[src/rtl/fir_feeder.sv]
// fir_feeder: buffers upstream samples and runs them one at a time through a handshake FIR filter.
// Latency: one cycle from a non-empty FIFO to fir_act, then the filter round trip plus one cycle to out_valid.
// Backpressure: in_ready drops when the FIFO is full; no new sample issues while a result is unconsumed.
//
// Ports:
//   clk, reset_n               rising-edge clock, asynchronous active-low reset
//   in_data/in_valid/in_ready  upstream sample stream (push on in_valid & in_ready)
//   fir_x/fir_act              sample and one-cycle start pulse to the filter
//   fir_ready/fir_y            filter idle/done flag and its result
//   out_data/out_valid/out_ready  captured result (consume on out_valid & out_ready)
//   err                        sticky filter timeout flag
//   sample_cnt                 completed-result counter, wraps at 16 bits

// ---------------------------------------------------------------------------
// fir_feeder_fifo: small synchronous FIFO with an occupancy count.
// Latency: a pushed word is visible on rdata the cycle after the push.
// Backpressure: push while full and pop while empty are ignored.
//
// Ports:
//   clk, reset_n   clock and asynchronous active-low reset
//   push/wdata     write request and data
//   pop            read request (head advances)
//   rdata          current head of the FIFO (valid when count != 0)
//   count          number of stored entries, 0..DEPTH
// ---------------------------------------------------------------------------
module fir_feeder_fifo #(
  parameter int W     = 16,
  parameter int DEPTH = 4
) (
  input  logic                     clk,
  input  logic                     reset_n,
  input  logic                     push,
  input  logic [W-1:0]             wdata,
  input  logic                     pop,
  output logic [W-1:0]             rdata,
  output logic [$clog2(DEPTH):0]   count
);

  localparam int AW = $clog2(DEPTH);
  localparam logic [AW:0] FULL_CNT = (AW+1)'(DEPTH);

  logic [W-1:0]  mem [DEPTH];
  logic [AW-1:0] wr_ptr;
  logic [AW-1:0] rd_ptr;
  logic          push_ok;
  logic          pop_ok;

  assign push_ok = push && (count != FULL_CNT);
  assign pop_ok  = pop && (count != '0);
  assign rdata   = mem[rd_ptr];

  // DEPTH is a power of two, so the pointers wrap naturally.
  always_ff @(posedge clk or negedge reset_n) begin
    if (!reset_n) begin
      wr_ptr <= '0;
      rd_ptr <= '0;
      count  <= '0;
    end else begin
      if (push_ok) wr_ptr <= wr_ptr + 1'b1;
      if (pop_ok)  rd_ptr <= rd_ptr + 1'b1;
      case ({push_ok, pop_ok})
        2'b10:   count <= count + 1'b1;
        2'b01:   count <= count - 1'b1;
        default: count <= count;
      endcase
    end
  end

  // Storage is not reset; only entries below count are ever read.
  always_ff @(posedge clk) begin
    if (push_ok) mem[wr_ptr] <= wdata;
  end

endmodule

// ---------------------------------------------------------------------------
// fir_feeder top level.
// ---------------------------------------------------------------------------
module fir_feeder #(
  parameter int DEPTH   = 4,   // FIFO entries, power of two, >= 2
  parameter int TIMEOUT = 63   // max cycles waiting for the filter after fir_act
) (
  input  logic        clk,
  input  logic        reset_n,
  input  logic [15:0] in_data,
  input  logic        in_valid,
  output logic        in_ready,
  output logic [15:0] fir_x,
  output logic        fir_act,
  input  logic        fir_ready,
  input  logic [15:0] fir_y,
  output logic [15:0] out_data,
  output logic        out_valid,
  input  logic        out_ready,
  output logic        err,
  output logic [15:0] sample_cnt
);

  localparam int CW = $clog2(DEPTH) + 1;
  localparam int TW = $clog2(TIMEOUT + 1);
  localparam logic [CW-1:0] FULL_CNT = CW'(DEPTH);
  // Counter value seen on the last allowed waiting cycle.
  localparam logic [TW-1:0] TMO_LAST = TW'(TIMEOUT - 1);

  typedef enum logic [1:0] {
    IDLE      = 2'd0,
    ISSUE     = 2'd1,
    WAIT_ACK  = 2'd2,
    WAIT_DONE = 2'd3
  } state_t;

  state_t        state;
  logic [15:0]   x_hold;
  logic [TW-1:0] tmo_cnt;

  logic          fifo_push;
  logic          fifo_pop;
  logic [15:0]   fifo_rdata;
  logic [CW-1:0] fifo_count;
  logic          fifo_empty;
  logic          start;

  assign in_ready   = (fifo_count != FULL_CNT);
  assign fifo_empty = (fifo_count == '0);
  assign fifo_push  = in_valid && in_ready;

  // A sample starts only when the filter is idle and the previous result has
  // been taken, so a captured result can never be overwritten.
  assign start    = (state == IDLE) && !fifo_empty && fir_ready && !out_valid;
  assign fifo_pop = start;

  // The sample stays on fir_x for the whole transaction; it only moves on a pop.
  assign fir_x = x_hold;

  fir_feeder_fifo #(
    .W     (16),
    .DEPTH (DEPTH)
  ) u_fifo (
    .clk     (clk),
    .reset_n (reset_n),
    .push    (fifo_push),
    .wdata   (in_data),
    .pop     (fifo_pop),
    .rdata   (fifo_rdata),
    .count   (fifo_count)
  );

  always_ff @(posedge clk or negedge reset_n) begin
    if (!reset_n) begin
      state      <= IDLE;
      fir_act    <= 1'b0;
      x_hold     <= '0;
      tmo_cnt    <= '0;
      out_data   <= '0;
      out_valid  <= 1'b0;
      err        <= 1'b0;
      sample_cnt <= '0;
    end else begin
      // Consumption first; a capture later in this block cannot coincide
      // with a pending result, but ordering keeps the set dominant anyway.
      if (out_valid && out_ready) out_valid <= 1'b0;

      case (state)
        IDLE: begin
          fir_act <= 1'b0;
          if (start) begin
            x_hold  <= fifo_rdata;
            tmo_cnt <= '0;
            fir_act <= 1'b1;
            state   <= ISSUE;
          end
        end

        ISSUE: begin
          // fir_act was raised on entry; it lasts exactly this one cycle.
          fir_act <= 1'b0;
          state   <= WAIT_ACK;
        end

        WAIT_ACK: begin
          fir_act <= 1'b0;
          tmo_cnt <= tmo_cnt + 1'b1;
          // A filter acknowledge on the last allowed cycle still counts.
          if (!fir_ready) begin
            state <= WAIT_DONE;
          end else if (tmo_cnt == TMO_LAST) begin
            err   <= 1'b1;
            state <= IDLE;
          end
        end

        WAIT_DONE: begin
          fir_act <= 1'b0;
          tmo_cnt <= tmo_cnt + 1'b1;
          if (fir_ready) begin
            out_data   <= fir_y;
            out_valid  <= 1'b1;
            sample_cnt <= sample_cnt + 16'd1;
            state      <= IDLE;
          end else if (tmo_cnt == TMO_LAST) begin
            // Abandon the sample: no result, no count, keep going.
            err   <= 1'b1;
            state <= IDLE;
          end
        end

        default: begin
          fir_act <= 1'b0;
          state   <= IDLE;
        end
      endcase
    end
  end

endmodule

[config.mk]
export PLATFORM = sky130hd
export DESIGN_NAME = fir_feeder
export DESIGN_NICKNAME = d
export VERILOG_FILES = /design/src/rtl/fir_feeder.sv
export SDC_FILE = /design/constraint.sdc
export NUM_CORES = 1
export LEC_CHECK = 0
export ABC_AREA = 1
export BUFFER_PORTS_ARGS = -buffer_cell sky130_fd_sc_hd__buf_2
export CORE_ASPECT_RATIO = 1.2
export CORE_MARGIN = 4
export CORE_UTILIZATION = 55
export CTS_CLUSTER_DIAMETER = 120
export DETAILED_ROUTE_END_ITERATION = 8
export GPL_TIMING_DRIVEN = 0
export PLACE_DENSITY_LB_ADDON = 0.05
export SETUP_SLACK_MARGIN = 0.4
export SYNTH_ARGS = -nofsm -noshare
export SYNTH_HDL_FRONTEND = slang
export SYNTH_SLANG_ARGS = --single-unit
[constraint.sdc]
create_clock -name clk -period 3.4 [get_ports clk]
set_input_delay 0.68 -clock clk [delete_from_list [all_inputs] [get_ports clk]]
set_output_delay 0.68 -clock clk [all_outputs]
set_load 0.02 [all_outputs]
# After elaboration in Yosys (flattened, before gate mapping)
# Memory sizes are Yosys's and may differ from the RTL's. A register that Yosys moved wholly into a read port is not among the register bits.
# Cells that the tools add are included.
dict set report op_classes {
  reduce_logical 22
  eq_ne 10
  mux 19
  addsub 6
}
# operator count
set ops {}
lappend ops {{16-bit by 1-bit adder with 16-bit output (second input constant)} 1}
lappend ops {{6-bit case mux with 2 select lines} 1}
lappend ops {{1-bit 2-to-1 mux} 9}
lappend ops {{2-bit 2-to-1 mux} 4}
lappend ops {{2-bit case mux with 4 select lines} 1}
lappend ops {{1-bit logical AND} 7}
lappend ops {{6-bit by 1-bit adder with 6-bit output (second input constant)} 1}
lappend ops {{2-bit equality test (second input constant)} 3}
lappend ops {{6-bit equality test (second input constant)} 1}
lappend ops {{6-bit 2-to-1 mux} 1}
lappend ops {{3-bit case mux with 2 select lines} 1}
lappend ops {{2-bit AND reduction} 3}
lappend ops {{2-bit nonzero test} 3}
lappend ops {{2-bit by 1-bit adder with 2-bit output (second input constant)} 2}
lappend ops {{2-bit by 1-bit equality test with 1-bit output (second input constant)} 2}
lappend ops {{2-bit inequality test (second input constant)} 2}
lappend ops {{1-bit case mux with 2 select lines} 2}
lappend ops {{3-bit by 1-bit adder with 3-bit output (second input constant)} 1}
lappend ops {{1-bit zero test} 3}
lappend ops {{3-bit zero test} 1}
lappend ops {{3-bit inequality test (second input constant)} 1}
lappend ops {{3-bit AND reduction} 1}
lappend ops {{3-bit nonzero test} 1}
lappend ops {{3-bit OR reduction} 1}
lappend ops {{4 further kinds} 4}
dict set report word_totals {
  register_bits 50
  inputBits 37
  ramBits 64
  n_memories 1
}
# memory words width read_ports rd_ports_with_merged_regs write_ports line_no
set mem_list {}
lappend mem_list {u_fifo.mem 4 16 1 1 1 42} ;# logic [W-1:0] mem [DEPTH];

# Longest topological paths before layout
dict set report depth {
  ltp_word 8
  ltp_mapped 11
  mapped_depth_nobuf 10
}

# By module
# A second synthesis with hierarchy kept.
dict set report hier_totals {
  cells_unflattened 555
  area_unflattened_um2 5688.0
}
# module instances area_each_um2 cells_per_inst
set by_module_without_submodules {}
lappend by_module_without_submodules {fir_feeder_fifo 1 3015.4 246}
lappend by_module_without_submodules {fir_feeder 1 2672.6 309}

# Worst setup path after synthesis
# OpenSTA, ideal clock, no wires.
dict set report synth_path {
  path_type {register to register}
  startpoint {reg state[1]}
  endpoint {reg u_fifo.count[2]}
  t_arrival_ns 2.023
  setup_time_ns 0.131
  path_slack_ns 1.246
  required_time_ns 3.269
  path_buffers 2
  stages_incl_launch_ff 12
  path_cell_list {dfrtp_1 buf_2 nor2_2 nand4_4 clkinv_2 buf_6 ha_1 inv_1 fa_1 a21oi_1 o21ai_0 xor2_1}
}
dict set report synth_between {
  elab_chain_len 7
  elab_cells_between_ends 9
  classes_between {eq/ne (2); mux (1); reduce/logical (6)}
}
# item line_no
set synth_lines {}
lappend synth_lines {{from (decl)} 112} ;# state_t state;
lappend synth_lines {{from (signal assigned)} 150} ;# state <= IDLE;
lappend synth_lines {{from (signal assigned)} 170} ;# state <= ISSUE;
lappend synth_lines {{from (signal assigned)} 177} ;# state <= WAIT_ACK;
lappend synth_lines {{2-bit zero test (*)} 129} ;# assign start = (state == IDLE) && !fifo_empty && fir_ready && !out_valid;
lappend synth_lines {{1-bit logical AND (*) (3 in a row)} 129}
lappend synth_lines {{1-bit logical AND (*)} 49} ;# assign pop_ok = pop && (count != '0);
lappend synth_lines {{named net u_fifo.pop_ok} 46} ;# logic pop_ok;
lappend synth_lines {{2-bit by 1-bit equality test with 1-bit output or 2-bit equality test (tied branches)} 61} ;# case ({push_ok, pop_ok})
lappend synth_lines {{3-bit case mux with 2 select lines or 2-bit nonzero test (tied branches)} --}
lappend synth_lines {{to (signal assigned)} 62} ;# 2'b10: count <= count + 1'b1;
lappend synth_lines {{to (signal assigned)} 63} ;# 2'b01: count <= count - 1'b1;
lappend synth_lines {{to (signal assigned)} 64} ;# default: count <= count;
lappend synth_lines {{to (decl)} 36} ;# output logic [$clog2(DEPTH):0] count
# The timed path passes the listed nets; every way through them passes the cells marked *.
# A chain may end at the register's enable or synchronous reset.

# Worst setup path in the final report
# Same ends and word-level chain as after synthesis.

==> results_dict.tcl <==
set metrics [dict create \
    outcome "finished clean" \
    clk_pin_slew_ps 60 \
    hold_slack_ps 366 \
    port_buffers 88 \
    cts_resized 0 \
    routed_wirelength_microns 10800 \
    ys_seq_elements 130 \
    numCtsBuffers 17 \
    layout_commonest_cell "nand2_1" \
    rrSetupSlack_ps 1040 \
    worstMarginPinSlew_ps 934 \
    cts_tree "yes" \
    yosysTopAreaCellShare_pct 36.1 \
    crit_required_ps 3680 \
    grtUsageTotal_pct 20.2 \
    root_buffer "clkbuf_16" \
    start_util_pct 56.3 \
    min_period_ps 2360 \
    initialDrtViolationCount 213 \
    synth.cell_area_sq_um 5330 \
    first_pass_iters 5 \
    antenna_found_initial 0 \
    crit_buf_inv 4 \
    hold_buffers 0 \
    routedWlPerCell_microns 14.5 \
    dpl.hpwl_microns 7320 \
    yosys-top-cells-area "edfxtp_1 (36%), dfrtp_1 (31%), nand2_1 (11%)" \
    relSlewSlack_pct 37.6 \
    critPathCaptureType "flip-flop" \
    die_w_microns 97.8 \
    arrival_ps 2640 \
    area_growth_pct 22.8 \
    grt_pass1_wl_microns 17800 \
    cts_max_level 4 \
    design_area_sq_um 6540 \
    clock_latency_ps 410 \
    crit_type "reg2reg" \
    grt-ovfl-total 0 \
    post_cts_buffers 0 \
    drv_slew 0 \
    r2r_cells 11 \
    clock_skew_ps 9.12 \
    ys_async_sr_fraction_pct 50.8 \
    p_leak_nw 3.04 \
    synth_edf_count 64 \
    crit_family "buffers and inverters" \
    syn_nets 546 \
    crit_slowest_cell "fa_1" \
    die_height_microns 116 \
    synth_seq_area_share_pct 67.1 \
    first_global_vias 3705 \
    synth_ff_type "dfrtp_1" \
    rsz0062_at_grt "no" \
    crit_chain "buf_2 > nor2_2 > nand4_4 > clkinv_2 > buf_6 > ha_1 > inv_1 > fa_1 > a21oi_1 > o21ai_0 > xor2_1" \
    worstReg2RegEnd "u_fifo.count[2]" \
    gp_congestion 0.760 \
    drive_above_1_share_pct 23.0 \
    finalPower_mw 5.95 \
    syn_avg_cell_area_sq_um 10.7 \
    period_share_pct 69.4 \
    drv_cap 0 \
    final_cell_mix "nand2_1 (149), buf_2 (91), dfrtp_1 (66), edfxtp_1 (64), nor2_1 (45)" \
    worst-path-max-fanout 10 \
    diodes 0 \
    core_sq_um 9470 \
    die-area_sq_um 11300 \
    io_pins 89 \
    num_vias 3769 \
    powerDensity_nw_per_um2 910 \
    startpoint_type "flip-flop" \
    vdd_ir_drop_max_v 0.000477 \
    synth_warnings 0 \
    setup_tns_ps 0 \
    rows 39 \
    fin_nets 654 \
    slowest_delay_ps 370 \
    timing.fmax_mhz 424 \
    synth_cell_type_count 28 \
    finalSetupViolations 0 \
    post-route-drc-count 0 \
    netlist_instances 500 \
    grt_max_degree 67 \
    routed_via_density 5.07 \
    clock_path_buffers 2 \
    synth_area_leader_cell "edfxtp_1" \
    hold_class "in2async" \
    cts_sinks 130 \
    worstReg2RegStart "state[1]" \
    ant_nets 0 \
    postPlaceCellArea_sq_um 5950 \
    finalHoldViolations 0 \
]
==> registers in the layout, indices dropped and copies added (netlist names) <==
| register | count |
|---|---|
| u_fifo.mem | 64 |
| state | 2 |
| fir_x | 16 |
| sample_cnt | 16 |
| u_fifo.count | 3 |
| tmo_cnt | 6 |
| out_data | 16 |
| out_valid | 1 |
| u_fifo.wr_ptr | 2 |
| fir_act | 1 |
| err | 1 |
| u_fifo.rd_ptr | 2 |
==> layout make-up <==
cell class                      instances  area (sq um)
Sequential cell                       130          3570
Fill cell                             726          2920
Multi-Input combinational cell        316          1550
Clock buffer                           19           464
Timing Repair Buffer                   89           458
Tap cell                              123           154
Inverter                               39           148
Clock inverter                         13           130
Buffer                                 15          68.8
==> worst register-to-register path: cells and delay by family, from the launching register on <==
family                   cells  cell delay, ps
AO/OA/AOI/OAI                2             250
AND/OR/NAND/NOR              2             410
flip-flops                   1             350
XOR/XNOR                     1             150
adder cells (fa/ha/maj)      2             510
buffers and inverters        4             560
==> where the power goes <==
part / total, mW / switching, mW / internal, mW
Sequential: 2.37 / 0.251 / 2.12
Clock: 1.79 / 0.650 / 1.14
Combinational: 1.80 / 1.22 / 0.576
==> per-layer routing <==
metal	vias to the layer above	track usage (%)	routed length [microns]	share of wire (%)
li1	1865	-	-	-
met1	1811	24.1	4500	42
met2	80	35.7	5630	52
met3	13	5.60	524	4.9
met4	0	6.65	143	1.3
met5	-	0	0	0
==> cell usage after synthesis, types with 2 or more instances <==
master	count
inv_1	36
nor2_2	4
xnor2_1	6
o22ai_1	16
o21ai_0	32
clkbuf_1	10
edfxtp_1	64
buf_2	4
nor3_1	2
xor2_1	8
nand4_1	7
nor2_4	2
nand3_1	14
a21oi_1	3
nor2_1	49
nand2_2	2
ha_1	8
o21ai_1	9
nand2_1	149
dfrtp_1	66
inv_2	2
==> logic make-up (layout without fill, tap and decap cells) <==
family                   after synthesis  after routing  synth area share (%)
XOR/XNOR                              14             14                  2.30
flip-flops                           130            130                  67.1
AO/OA/AOI/OAI                         61             61                  6.15
buffers and inverters                 54            175                  4.06
AND/OR/NAND/NOR                      232            232                  18.1
adder cells (fa/ha/maj)                9              9                  2.26
==> worst max path at each step <==
stage	from	cells after the start	endpoint
after global placement	in_valid	3	u_fifo.mem[0][12]
after detailed placement	fir_ready	10	u_fifo.count[2]
after global routing	state[1]	11	u_fifo.count[2]
after floorplan	state[1]	11	u_fifo.count[2]
final	state[1]	11	u_fifo.count[2]
after CTS	state[1]	11	u_fifo.count[2]
==> per-stage QoR <==
stage | std cells | setup WS [ps] | util, %
finish | 744 | 1040 | 69.1
global route | 744 | 856 | 69.1
CTS | 744 | 1020 | 69.1
detailed placement | 712 | 905 | 62.8
global placement | 711 | 784 | 62.5
floorplan | 500 | 1250 | -
Note: power is estimated with default switching activity, not from simulation.
